===== config.mk =====
export PLATFORM = sky130hd
export DESIGN_NAME = sdram_arbiter
export DESIGN_NICKNAME = d
export VERILOG_FILES = /design/src/rtl/sdram_arb_pkg.sv /design/src/rtl/sdram_arb_pick.sv /design/src/rtl/sdram_arbiter.sv
export SDC_FILE = /design/constraint.sdc
export NUM_CORES = 1
export LEC_CHECK = 0
export CORE_AREA = 10 10 122 91
export CTS_CLUSTER_DIAMETER = 40
export DETAILED_ROUTE_END_ITERATION = 16
export DIE_AREA = 0 0 132 101
export GPL_TIMING_DRIVEN = 0
export PLACE_DENSITY_LB_ADDON = 0.08
export SYNTH_ARGS = -nofsm -noshare
export SYNTH_HDL_FRONTEND = slang
export SYNTH_SLANG_ARGS = --single-unit

===== constraint.sdc =====
create_clock -name clk -period 2.1 [get_ports clk]
set_input_delay 0.42 -clock clk [delete_from_list [all_inputs] [get_ports clk]]
set_output_delay 0.42 -clock clk [all_outputs]
set_load 0.005 [all_outputs]

===== src/rtl/sdram_arb_pkg.sv =====
// Shared types and widths for the two-client SDRAM arbiter.
package sdram_arb_pkg;

  typedef enum logic [1:0] {
    ST_SYNC = 2'd0,
    ST_IDLE = 2'd1,
    ST_BUSY = 2'd2
  } arb_state_e;

  typedef logic gnt_t;

  localparam int DW = 16;
  localparam int SW = 2;

endpackage


===== src/rtl/sdram_arb_pick.sv =====
// Combinational winner select for the SDRAM arbiter.
// SDRAM_ARB_RR_EN selects round-robin tie-break; otherwise fixed priority per PRIO.
module sdram_arb_pick
  import sdram_arb_pkg::*;
#(
  parameter int PRIO = 0
) (
  input  logic pend0_i,
  input  logic pend1_i,
`ifdef SDRAM_ARB_RR_EN
  input  gnt_t last_i,
`endif
  output logic any_o,
  output gnt_t win_o
);

  // A lone pending port always wins; only a tie depends on the build
  always_comb begin
    any_o = pend0_i | pend1_i;
    if (pend0_i && pend1_i) begin
`ifdef SDRAM_ARB_RR_EN
      win_o = ~last_i;
`else
      win_o = (PRIO != 0) ? 1'b1 : 1'b0;
`endif
    end else begin
      win_o = pend1_i;
    end
  end

endmodule


===== src/rtl/sdram_arbiter.sv =====
// Two-client toggle-handshake arbiter in front of the single-port SDRAM controller.
// Define SDRAM_ARB_RR_EN for round-robin tie-break instead of fixed PRIO.
module sdram_arbiter
  import sdram_arb_pkg::*;
#(
  parameter int AW   = 21,
  parameter int PRIO = 0
) (
  input  logic          clk,
  input  logic          init_n,
  input  logic          p0_req,
  output logic          p0_ack,
  input  logic          p0_we,
  input  logic [AW-1:0] p0_a,
  input  logic [SW-1:0] p0_ds,
  input  logic [DW-1:0] p0_d,
  output logic [DW-1:0] p0_q,
  input  logic          p1_req,
  output logic          p1_ack,
  input  logic          p1_we,
  input  logic [AW-1:0] p1_a,
  input  logic [SW-1:0] p1_ds,
  input  logic [DW-1:0] p1_d,
  output logic [DW-1:0] p1_q,
  output logic          mem_req,
  input  logic          mem_ack,
  output logic          mem_we,
  output logic [AW-1:0] mem_a,
  output logic [SW-1:0] mem_ds,
  output logic [DW-1:0] mem_d,
  input  logic [DW-1:0] mem_q
);

  arb_state_e    state_q, state_d;
  gnt_t          gnt_q, gnt_d;
  logic          mem_req_q, mem_req_d;
  logic          mem_we_q, mem_we_d;
  logic [AW-1:0] mem_a_q, mem_a_d;
  logic [SW-1:0] mem_ds_q, mem_ds_d;
  logic [DW-1:0] mem_d_q, mem_d_d;
  logic          p0_ack_q, p0_ack_d;
  logic          p1_ack_q, p1_ack_d;
  logic [DW-1:0] p0_rd_q, p0_rd_d;
  logic [DW-1:0] p1_rd_q, p1_rd_d;
  logic          any_s;
  gnt_t          win_s;

  sdram_arb_pick #(
    .PRIO (PRIO)
  ) u_pick (
    .pend0_i (p0_req ^ p0_ack_q),
    .pend1_i (p1_req ^ p1_ack_q),
`ifdef SDRAM_ARB_RR_EN
    .last_i  (gnt_q),
`endif
    .any_o   (any_s),
    .win_o   (win_s)
  );

  // Next-state and datapath selection for the SYNC/IDLE/BUSY sequence
  always_comb begin
    state_d   = state_q;
    gnt_d     = gnt_q;
    mem_req_d = mem_req_q;
    mem_we_d  = mem_we_q;
    mem_a_d   = mem_a_q;
    mem_ds_d  = mem_ds_q;
    mem_d_d   = mem_d_q;
    p0_ack_d  = p0_ack_q;
    p1_ack_d  = p1_ack_q;
    p0_rd_d   = p0_rd_q;
    p1_rd_d   = p1_rd_q;
    case (state_q)
      ST_SYNC: begin
        // Adopt whatever ack level the controller came out of reset with
        mem_req_d = mem_ack;
        state_d   = ST_IDLE;
      end
      ST_IDLE: begin
        if (any_s) begin
          if (win_s) begin
            mem_we_d = p1_we;
            mem_a_d  = p1_a;
            mem_ds_d = p1_ds;
            mem_d_d  = p1_d;
          end else begin
            mem_we_d = p0_we;
            mem_a_d  = p0_a;
            mem_ds_d = p0_ds;
            mem_d_d  = p0_d;
          end
          mem_req_d = ~mem_req_q;
          gnt_d     = win_s;
          state_d   = ST_BUSY;
        end else begin
          state_d = ST_IDLE;
        end
      end
      ST_BUSY: begin
        if (mem_req_q == mem_ack) begin
          if (gnt_q) begin
            p1_ack_d = p1_req;
            p1_rd_d  = mem_we_q ? p1_rd_q : mem_q;
          end else begin
            p0_ack_d = p0_req;
            p0_rd_d  = mem_we_q ? p0_rd_q : mem_q;
          end
          state_d = ST_IDLE;
        end else begin
          state_d = ST_BUSY;
        end
      end
      default: begin
        state_d = ST_SYNC;
      end
    endcase
  end

  // State and output registers, cleared together with the controller
  always_ff @(posedge clk or negedge init_n) begin
    if (!init_n) begin
      state_q   <= ST_SYNC;
      gnt_q     <= 1'b0;
      mem_req_q <= 1'b0;
      mem_we_q  <= 1'b0;
      mem_a_q   <= {AW{1'b0}};
      mem_ds_q  <= {SW{1'b0}};
      mem_d_q   <= {DW{1'b0}};
      p0_ack_q  <= 1'b0;
      p1_ack_q  <= 1'b0;
      p0_rd_q   <= {DW{1'b0}};
      p1_rd_q   <= {DW{1'b0}};
    end else begin
      state_q   <= state_d;
      gnt_q     <= gnt_d;
      mem_req_q <= mem_req_d;
      mem_we_q  <= mem_we_d;
      mem_a_q   <= mem_a_d;
      mem_ds_q  <= mem_ds_d;
      mem_d_q   <= mem_d_d;
      p0_ack_q  <= p0_ack_d;
      p1_ack_q  <= p1_ack_d;
      p0_rd_q   <= p0_rd_d;
      p1_rd_q   <= p1_rd_d;
    end
  end

  assign mem_req = mem_req_q;
  assign mem_we  = mem_we_q;
  assign mem_a   = mem_a_q;
  assign mem_ds  = mem_ds_q;
  assign mem_d   = mem_d_q;
  assign p0_ack  = p0_ack_q;
  assign p1_ack  = p1_ack_q;
  assign p0_q    = p0_rd_q;
  assign p1_q    = p1_rd_q;

endmodule

After elaboration in Yosys (flattened, before gate mapping)
Index checks and enable logic that the tools add are counted.

Register bits after elaboration: 78. Output and inout bits: 75. Input bits: 101. Word-level logic and storage cells: 40.

Bitwise logic cells: 6. Muxes and demuxes: 10. Reduce and logical (&&, ||, !) cells: 9. Equal/unequal tests: 4.

Operator list (count): 2-to-1 mux 21 bit (1); 2-to-1 mux 16 bit (1); AND reduction 4 bit (2); 2-to-1 mux 2 bit (3); case mux 2 bit (3 select lines) (1); AND reduction 3 bit (2); AND reduction 2 bit (2); 2-to-1 mux 1 bit (3); inverter 1 bit (3); equality test 2 x 1 -> 1 bit (second input constant) (1); equality test 2 bit (second input constant) (1); logical NOT 2 bit (1); != test 2 bit (second input constant) (1); case mux 1 bit (2 select lines) (1); nonzero test 2 bit (1); bitwise XOR 1 bit (2); equality test 1 bit (1); logical AND 1 bit (1); bitwise OR 1 bit (1).

Depth between registers and ports, before layout
Gate-level depths: netlist of run 1.

Word-level depth: 4. Gate-level depth with buffers: 5. Depth with buffers taken out: 3.

Cells and area by module
From an unflattened synthesis of run 1, not the netlist that was laid out.

Cell total of the unflattened synthesis: 270. Area, all modules: 3403.3 um^2.

Modules (own cells, without submodules): sdram_arbiter (cells an instance 268, area each 3390.8 um^2, times used 1, seq. area each 1951.9 um^2); sdram_arb_pick (cells an instance 2, area each 12.5 um^2, times used 1, seq. area each 0.0 um^2).

Least setup slack after synthesis of run 1
No wires, ideal clock.

Path type: register to register. Start: reg p0_ack_q, in the netlist p0_ack. End: reg mem_a_q[0], in the netlist mem_a[0]. Cell stages (with the launch flop): 6. Setup slack: 442 ps. Data required time: 1977 ps. Clock period less this slack: 1658 ps. Buffers on the path: 2. Setup time: 123 ps. Arrival: 1535 ps. Path through: dfrtp_1 -> xnor2_4 -> or3b_1 -> buf_2 -> buf_6 -> o221a_1.

Word-level cells in the longest chain between the ends: 4. Elaborated cells on any way between the ends: 6. Those cells by class: mux: 2; bitwise: 2; reduce/logical: 2.

RTL lines: start, declared (line sdram_arbiter.sv:41) `logic p0_ack_q, p0_ack_d;`; start signal, assigned (line sdram_arbiter.sv:141) `p0_ack_q <= p0_ack_d;`; bitwise XOR 1 bit * (line sdram_arbiter.sv:51) `.pend0_i (p0_req ^ p0_ack_q),`; logical AND 1 bit (line sdram_arb_pick.sv:20) `if (pend0_i && pend1_i) begin`; 2-to-1 mux 1 bit (line sdram_arb_pick.sv:20); 2-to-1 mux 21 bit (line sdram_arbiter.sv:81) `if (win_s) begin`; end signal, assigned (line sdram_arbiter.sv:126) `mem_a_q <= {AW{1'b0}};`; end signal, assigned (line sdram_arbiter.sv:138) `mem_a_q <= mem_a_d;`; end, declared (line sdram_arbiter.sv:38) `logic [AW-1:0] mem_a_q, mem_a_d;`.

Every way passes the cells marked *; elsewhere a longest branch is shown, timed or not. A chain may end at the register's enable or synchronous reset.

Worst setup path in the final report of run 1
Start: in p0_req. End: reg mem_d_q[14], in the netlist mem_d[14].

Word-level cells in the longest chain between the ends: 4. Elaborated cells on any way between the ends: 6. Those cells by class: mux: 2; bitwise: 2; reduce/logical: 2.

RTL lines: start, declared (line sdram_arbiter.sv:11) `input logic p0_req,`; bitwise XOR 1 bit * (line sdram_arbiter.sv:51); logical AND 1 bit (line sdram_arb_pick.sv:20); 2-to-1 mux 1 bit (line sdram_arb_pick.sv:20); 2-to-1 mux 16 bit (line sdram_arbiter.sv:81); end signal, assigned (line sdram_arbiter.sv:128) `mem_d_q <= {DW{1'b0}};`; end signal, assigned (line sdram_arbiter.sv:140) `mem_d_q <= mem_d_d;`; end, declared (line sdram_arbiter.sv:40) `logic [DW-1:0] mem_d_q, mem_d_d;`.

Marks and branches as above.

==> results of run 1 <==
[flip-flops by register name, indices dropped and copies added, names as in the netlist]
name	cells
mem_d	16
p0_q	16
mem_ds	2
mem_we	1
state_q	2
p1_ack	1
gnt_q	1
p0_ack	1
mem_req	1
mem_a	21
p1_q	16
[layer usage]
metal / track usage (%) / wire length, um / up-vias / share of wire (%)
li1: - / - / 1284 / -
met1: 20.3 / 4940 / 1353 / 45
met2: 25.4 / 5060 / 97 / 46
met3: 6.82 / 821 / 8 / 7.5
met4: 4.09 / 94 / 0 / 0.86
met5: 0 / 0 / - / 0
[kinds of logic after synthesis]
group,after synthesis,share of synthesized area [%]
compound gates,46,14.8
xor+xnor,3,1.57
buf+inv,20,3.41
flops,78,58.4
mux,34,11.5
simple gates,54,10.3
[cells in the final DEF (no fill, tap or decap), types with 4 or more instances in the layout]
cell,Yosys,final
buf_2,7,7
buf_6,4,4
clkbuf_1,8,9
clkbuf_16,0,9
clkdlybuf4s50_1,0,174
dfrtp_1,78,78
mux2_1,18,18
mux2_2,16,16
o221a_1,40,40
or3_1,40,40
[worst paths after layout]
kind | from | endpoint | slack, ns | cells past startpoint
max in group asynchronous | init_n | p1_q[13] | 1.48 | 2
worst min-delay path | init_n | mem_a[10] | 0.02 | 1
worst max register to register | mem_req | p0_q[12] | 0.28 | 4
worst min register to register | p1_q[14] | p1_q[14] | 0.49 | 1
worst max-delay path | p0_req | mem_d[14] | 0.16 | 6
min in group clk | p1_q[14] | p1_q[14] | 0.49 | 1
[through the flow]
stage                     instance area, um2  util (%)
after floorplan                         3340         -
after global placement                  5250      59.5
after detailed placement                5270      59.8
after CTS                               5600      63.5
after global routing                    5600      63.5
final                                   5600      63.5
[final cells by class]
type / instances / area, um2 / share of cell area (%)
inverters: 1 / 3.75 / 0.0671
well taps: 124 / 155 / 2.77
clock inverters: 5 / 82.6 / 1.48
multi-input cells: 137 / 1270 / 22.8
plain buffers: 19 / 110 / 1.97
clock buffers: 11 / 243 / 4.34
flip-flops and latches: 78 / 1950 / 34.9
repair buffers: 176 / 1780 / 31.7
[power by group through the flow]
| stage | sequential, mW | combinational (mW) | clock, mW |
|---|---|---|---|
| 6_report | 2.66 | 3.72 | 1.69 |
| 4_1_cts | 2.66 | 3.79 | 1.73 |
| 2_1_floorplan | 2.71 | 1.58 | 0 |
| 3_3_place_gp | 2.65 | 3.71 | 0 |
| 3_5_place_dp | 2.68 | 3.77 | 0 |
| 5_1_grt | 2.76 | 4.04 | 1.78 |
==> flow_metrics.tcl, run 1 <==
set metrics [dict create \
    ys_seq_area_share_pct 58.4 \
    power.density_mw_per_mm2 1440 \
    min_period_ns 1.94 \
    crit_path_end_kind "flip-flop" \
    p_leak_nw 2.23 \
    switchingPower_mw 2.44 \
    layout_setup_ws_ns 0.162 \
    wl_per_cell_um 19.8 \
    cp_max_fo 10 \
    synthFlopType "dfrtp_1" \
    cts_hold_buf 0 \
    drt_iter0_drc 137 \
    pin_count 176 \
    cts_resized 0 \
    drive_above_1_share_pct 11.2 \
    sw_frac_of_total_pct 30.2 \
    dp_cells 535 \
    syn_to_final_growth_pct 67.6 \
    htree_num_levels 3 \
    worst_path_max_delay_cell "clkdlybuf4s50_1" \
    path_clk_slew_ns 0.06 \
    yosysUniqueCellTypes 28 \
    slew_headroom_pct 71.1 \
    timing.final.crit_share_pct 92.3 \
    rsz0062_at_grt "no" \
    totalWireLength_um 10900 \
    hpwl_um 8310 \
    ys_seq_elements 78 \
    fmax_mhz 516 \
    crit_type "in -> reg" \
    intPower_mw 5.63 \
    power_frac_comb_pct 46.1 \
    fillers 732 \
    start_kind "input port" \
    dieWidth_um 132 \
    post-cts-setup-buffers 0 \
    initial_utilization_pct 37.9 \
    cts_tree "done" \
    die_area_mm2 0.0133 \
    grt_pass1_vias 2983 \
    clockBufferDepth 2 \
    diodes 0 \
    crit_chain "clkdlybuf4s50_1 -> xnor2_4 -> or3b_1 -> buf_2 -> buf_6 -> o221a_1" \
    drv_slew 0 \
    ir_worst_vdd_uv 781 \
    synth-edff-count 0 \
    syn_area_mm2 0.00334 \
    min_path_type "in -> async" \
    power.share.clock_pct 21.0 \
    clock_skew_ns 0.00533 \
    cts_buffers 9 \
    fp.dieH_um 101 \
    ys_top_cells_by_area "dfrtp_1 (58%), o221a_1 (13%), or3_1 (7.5%)" \
    hold_viol_final 0 \
    outcome "completed" \
    syn_avg_cell_area_um2 14.2 \
    worstPathArrival_ns 2.15 \
    required_ns 2.31 \
    postSynthCellCount 235 \
    yosysWarnings 0 \
    grt_max_degree 51 \
    maxCapViolCount 0 \
    synth_top_area_share_pct 58.4 \
    cts_sinks 78 \
    fin_setup_tns_ns 0 \
    route.detailed.drc 0 \
    synthMostInstantiatedCell "dfrtp_1" \
    final_nets 523 \
    antenna_found_initial 0 \
    path_delay_family "buffers and inverters" \
    hold_ws_ns 0.0201 \
    clk_latency_ns 0.33 \
    gp_congestion 0.783 \
    grt_use_total_pct 16.2 \
    row_count 29 \
    power_mw 8.07 \
    placement.io_buffers 175 \
    seq_power_share_pct 32.9 \
    dr.pass1.iters 4 \
    synthTopCellsByCount "dfrtp_1 (78), o221a_1 (40), or3_1 (40)" \
    fin_cells 551 \
    root_buffer "clkbuf_16" \
    vias 2742 \
    vias_per_cell 4.98 \
    coreArea_mm2 0.00882 \
    synth_top_area_cell "dfrtp_1" \
    dpl_worst_slack_ns -0.220 \
    ant_nets 0 \
    grt-ovfl-total 0 \
    grt_pass1_wl_um 17100 \
    setup_viol 0 \
    synthArstFlopShare_pct 100 \
    synth_fp_nets 336 \
    cpPeakStageDelay_ns 0.50 \
    worstMarginPinSlew_ns 0.434 \
    crit_buf_inv 3 \
]
Power figures use the tool's default switching activity.
==> run 2: changes to the inputs <==
--- a/config.mk
+++ b/config.mk
@@ -11,6 +11,7 @@
 export DIE_AREA = 0 0 132 101
 export GPL_TIMING_DRIVEN = 0
 export PLACE_DENSITY_LB_ADDON = 0.08
+export REMOVE_ABC_BUFFERS = 1
 export SYNTH_ARGS = -nofsm -noshare
 export SYNTH_HDL_FRONTEND = slang
 export SYNTH_SLANG_ARGS = --single-unit
==> run 2 against run 1 <==
  * Sequential cell count unchanged
  * Non-clock buffer count fell by 13
  * Clock-buffer cell count is 1 lower
  * Maximum frequency down 1.9%
  * Combinational power increased by 2%
  * Hold slack improved by 0.47 ns
  * Register-to-register slack got worse by 0.16 ns
  * Total power rose by 2.5%
  * Global-route usage rose by 0.81 points
  * Wire length rose by 5.0%
  * Clock power up 5%
  * Cell count down 2.0%
==> flow_metrics.tcl, run 2 (synthesis gave the netlist of run 1 again) <==
set metrics [dict create \
    min_path_type "reg -> reg" \
    clockBufferDepth 2 \
    cts_buffers 9 \
    power_mw 8.27 \
    setup_viol 0 \
    worstPathArrival_ns 2.19 \
    layout_commonest_cell "clkdlybuf4s50_1" \
    placement.io_buffers 175 \
    required_ns 2.31 \
    min_period_ns 1.98 \
    root_buffer "clkbuf_16" \
    intPower_mw 5.75 \
    fp.dieH_um 101 \
    sw_frac_of_total_pct 30.4 \
    largest_reg_flops 21 \
    hold_viol_final 0 \
    grt_pass1_vias 2944 \
    worstMarginPinSlew_ns 1.06 \
    ff2ff_setup_slack_ns 0.12 \
    cts_sinks 78 \
    holdPathStages 1 \
    hpwl_um 8000 \
    r2r-end "mem_a[2]" \
    startpoint "state_q[1]" \
    wl_per_cell_um 21.2 \
    pin_count 176 \
    grt-ovfl-total 0 \
    slew_headroom_pct 29.1 \
    dp_cells 518 \
    grt_max_degree 65 \
    diodes 0 \
    ant_nets 0 \
    crit_chain "nand2b_4 -> or3b_2 -> buf_12 -> o221a_1" \
    cts_tree "done" \
    path_clk_slew_ns 0.06 \
    crit_path_end_kind "flip-flop" \
    grt_use_total_pct 17.0 \
    crit_type "reg -> reg" \
    dr.pass1.iters 4 \
    drv_slew 0 \
    clock_skew_ns 0.00435 \
    antenna_found_initial 0 \
    p_leak_nw 2.25 \
    initial_utilization_pct 37.9 \
    layout_common_cells "clkdlybuf4s50_1 (173), dfrtp_1 (78), or3_1 (40), o221a_1 (40), mux2_1 (18)" \
    fin_setup_tns_ns 0 \
    route.detailed.drc 0 \
    ir_worst_vdd_uv 710 \
    seq_power_share_pct 32.5 \
    fin_util_pct 63.9 \
    maxCapViolCount 0 \
    worst_path_max_delay_cell "or3b_2" \
    dieWidth_um 132 \
    fmax_mhz 506 \
    cp_max_fo 42 \
    switchingPower_mw 2.51 \
    power.density_mw_per_mm2 1470 \
    rr_startpoint "state_q[1]" \
    syn_to_final_growth_pct 68.7 \
    vias 2747 \
    vias_per_cell 5.09 \
    grt_pass1_wl_um 17800 \
    gp_congestion 0.738 \
    crit_buf_inv 1 \
    timing.final.crit_share_pct 94.1 \
    start_kind "flip-flop" \
    hold_path_end "p0_q[6]" \
    r2r_cells 4 \
    drive_above_1_share_pct 11.3 \
    min_from "p0_q[6]" \
    row_count 29 \
    power.share.clock_pct 21.5 \
    drt_iter0_drc 142 \
    power_frac_comb_pct 46.0 \
    htree_num_levels 3 \
    path_delay_family "simple AND/OR/NAND/NOR gates" \
    cpPeakStageDelay_ns 0.60 \
    totalWireLength_um 11500 \
    coreArea_mm2 0.00882 \
    rsz0062_at_grt "no" \
    fin_cells 540 \
    final_nets 512 \
    outcome "completed" \
    clk_latency_ns 0.33 \
    die_area_mm2 0.0133 \
]
-- run 2: cell types whose count changed in the layout (fill, tap and decap cells not counted), moves of 2 or more --
cell,previous run,this run
buf_2,7,0
xnor2_2,1,3
buf_6,4,0
clkbuf_1,9,1
buf_12,0,2
buf_4,1,4
-- run 2: area by class of cell --
class	instances	area [um2]
Clock buffer	10	229
Clock inverter	6	110
Fill cell	708	3180
Inverter	1	3.75
Multi-Input combinational cell	139	1340
Sequential cell	78	1950
Tap cell	124	155
Timing Repair Buffer	182	1850
-- run 2: per-stage QoR --
| step | setup slack [ns] | hold WS (ns) | cell area, um2 |
|---|---|---|---|
| after floorplan | -0.155 | 0.124 | 3230 |
| after detailed placement | -0.907 | 0.297 | 5210 |
| after global placement | -2.32 | 0.474 | 5140 |
| after global routing | 0.0349 | 0.502 | 5630 |
| final | 0.125 | 0.493 | 5630 |
| after CTS | 0.0137 | 0.482 | 5630 |
-- run 2: power groups by stage --
stage | Sequential, mW | Clock [mW] | Combinational (mW)
floorplan | 2.71 | 0 | 1.44
global placement | 2.64 | 0 | 3.59
detailed placement | 2.68 | 0 | 3.74
CTS | 2.70 | 1.82 | 3.87
global route | 2.79 | 1.88 | 4.09
finish | 2.69 | 1.78 | 3.80
-- run 2: how the worst max path moves through the flow --
stage,to,slack (ns),depth (start not counted)
floorplan,mem_a[0],-0.16,3
global placement,p1_q[9],-2.32,1
detailed placement,mem_a[2],-0.91,5
CTS,p1_q[8],0.01,4
global route,mem_ds[1],0.03,4
finish,mem_a[2],0.12,4
-- run 2: metal layers --
| metal | share of wire (%) | global-route usage, % | vias up |
|---|---|---|---|
| met2 | 51 | 28.3 | 96 |
| li1 | - | - | 1270 |
| met3 | 5.2 | 4.83 | 13 |
| met4 | 1.2 | 5.97 | 0 |
| met1 | 43 | 20.9 | 1368 |
| met5 | 0 | 0 | - |
-- run 2: what timing repair did --
action                     in CTS  in global routing
hold buffers                    1                  0
gates cloned                    2                  0
setup buffers                   3                  0
hold endpoints to repair       14                  0
gates resized for setup         4                  1
setup endpoints to repair      58                 16
pin swaps                       2                  0
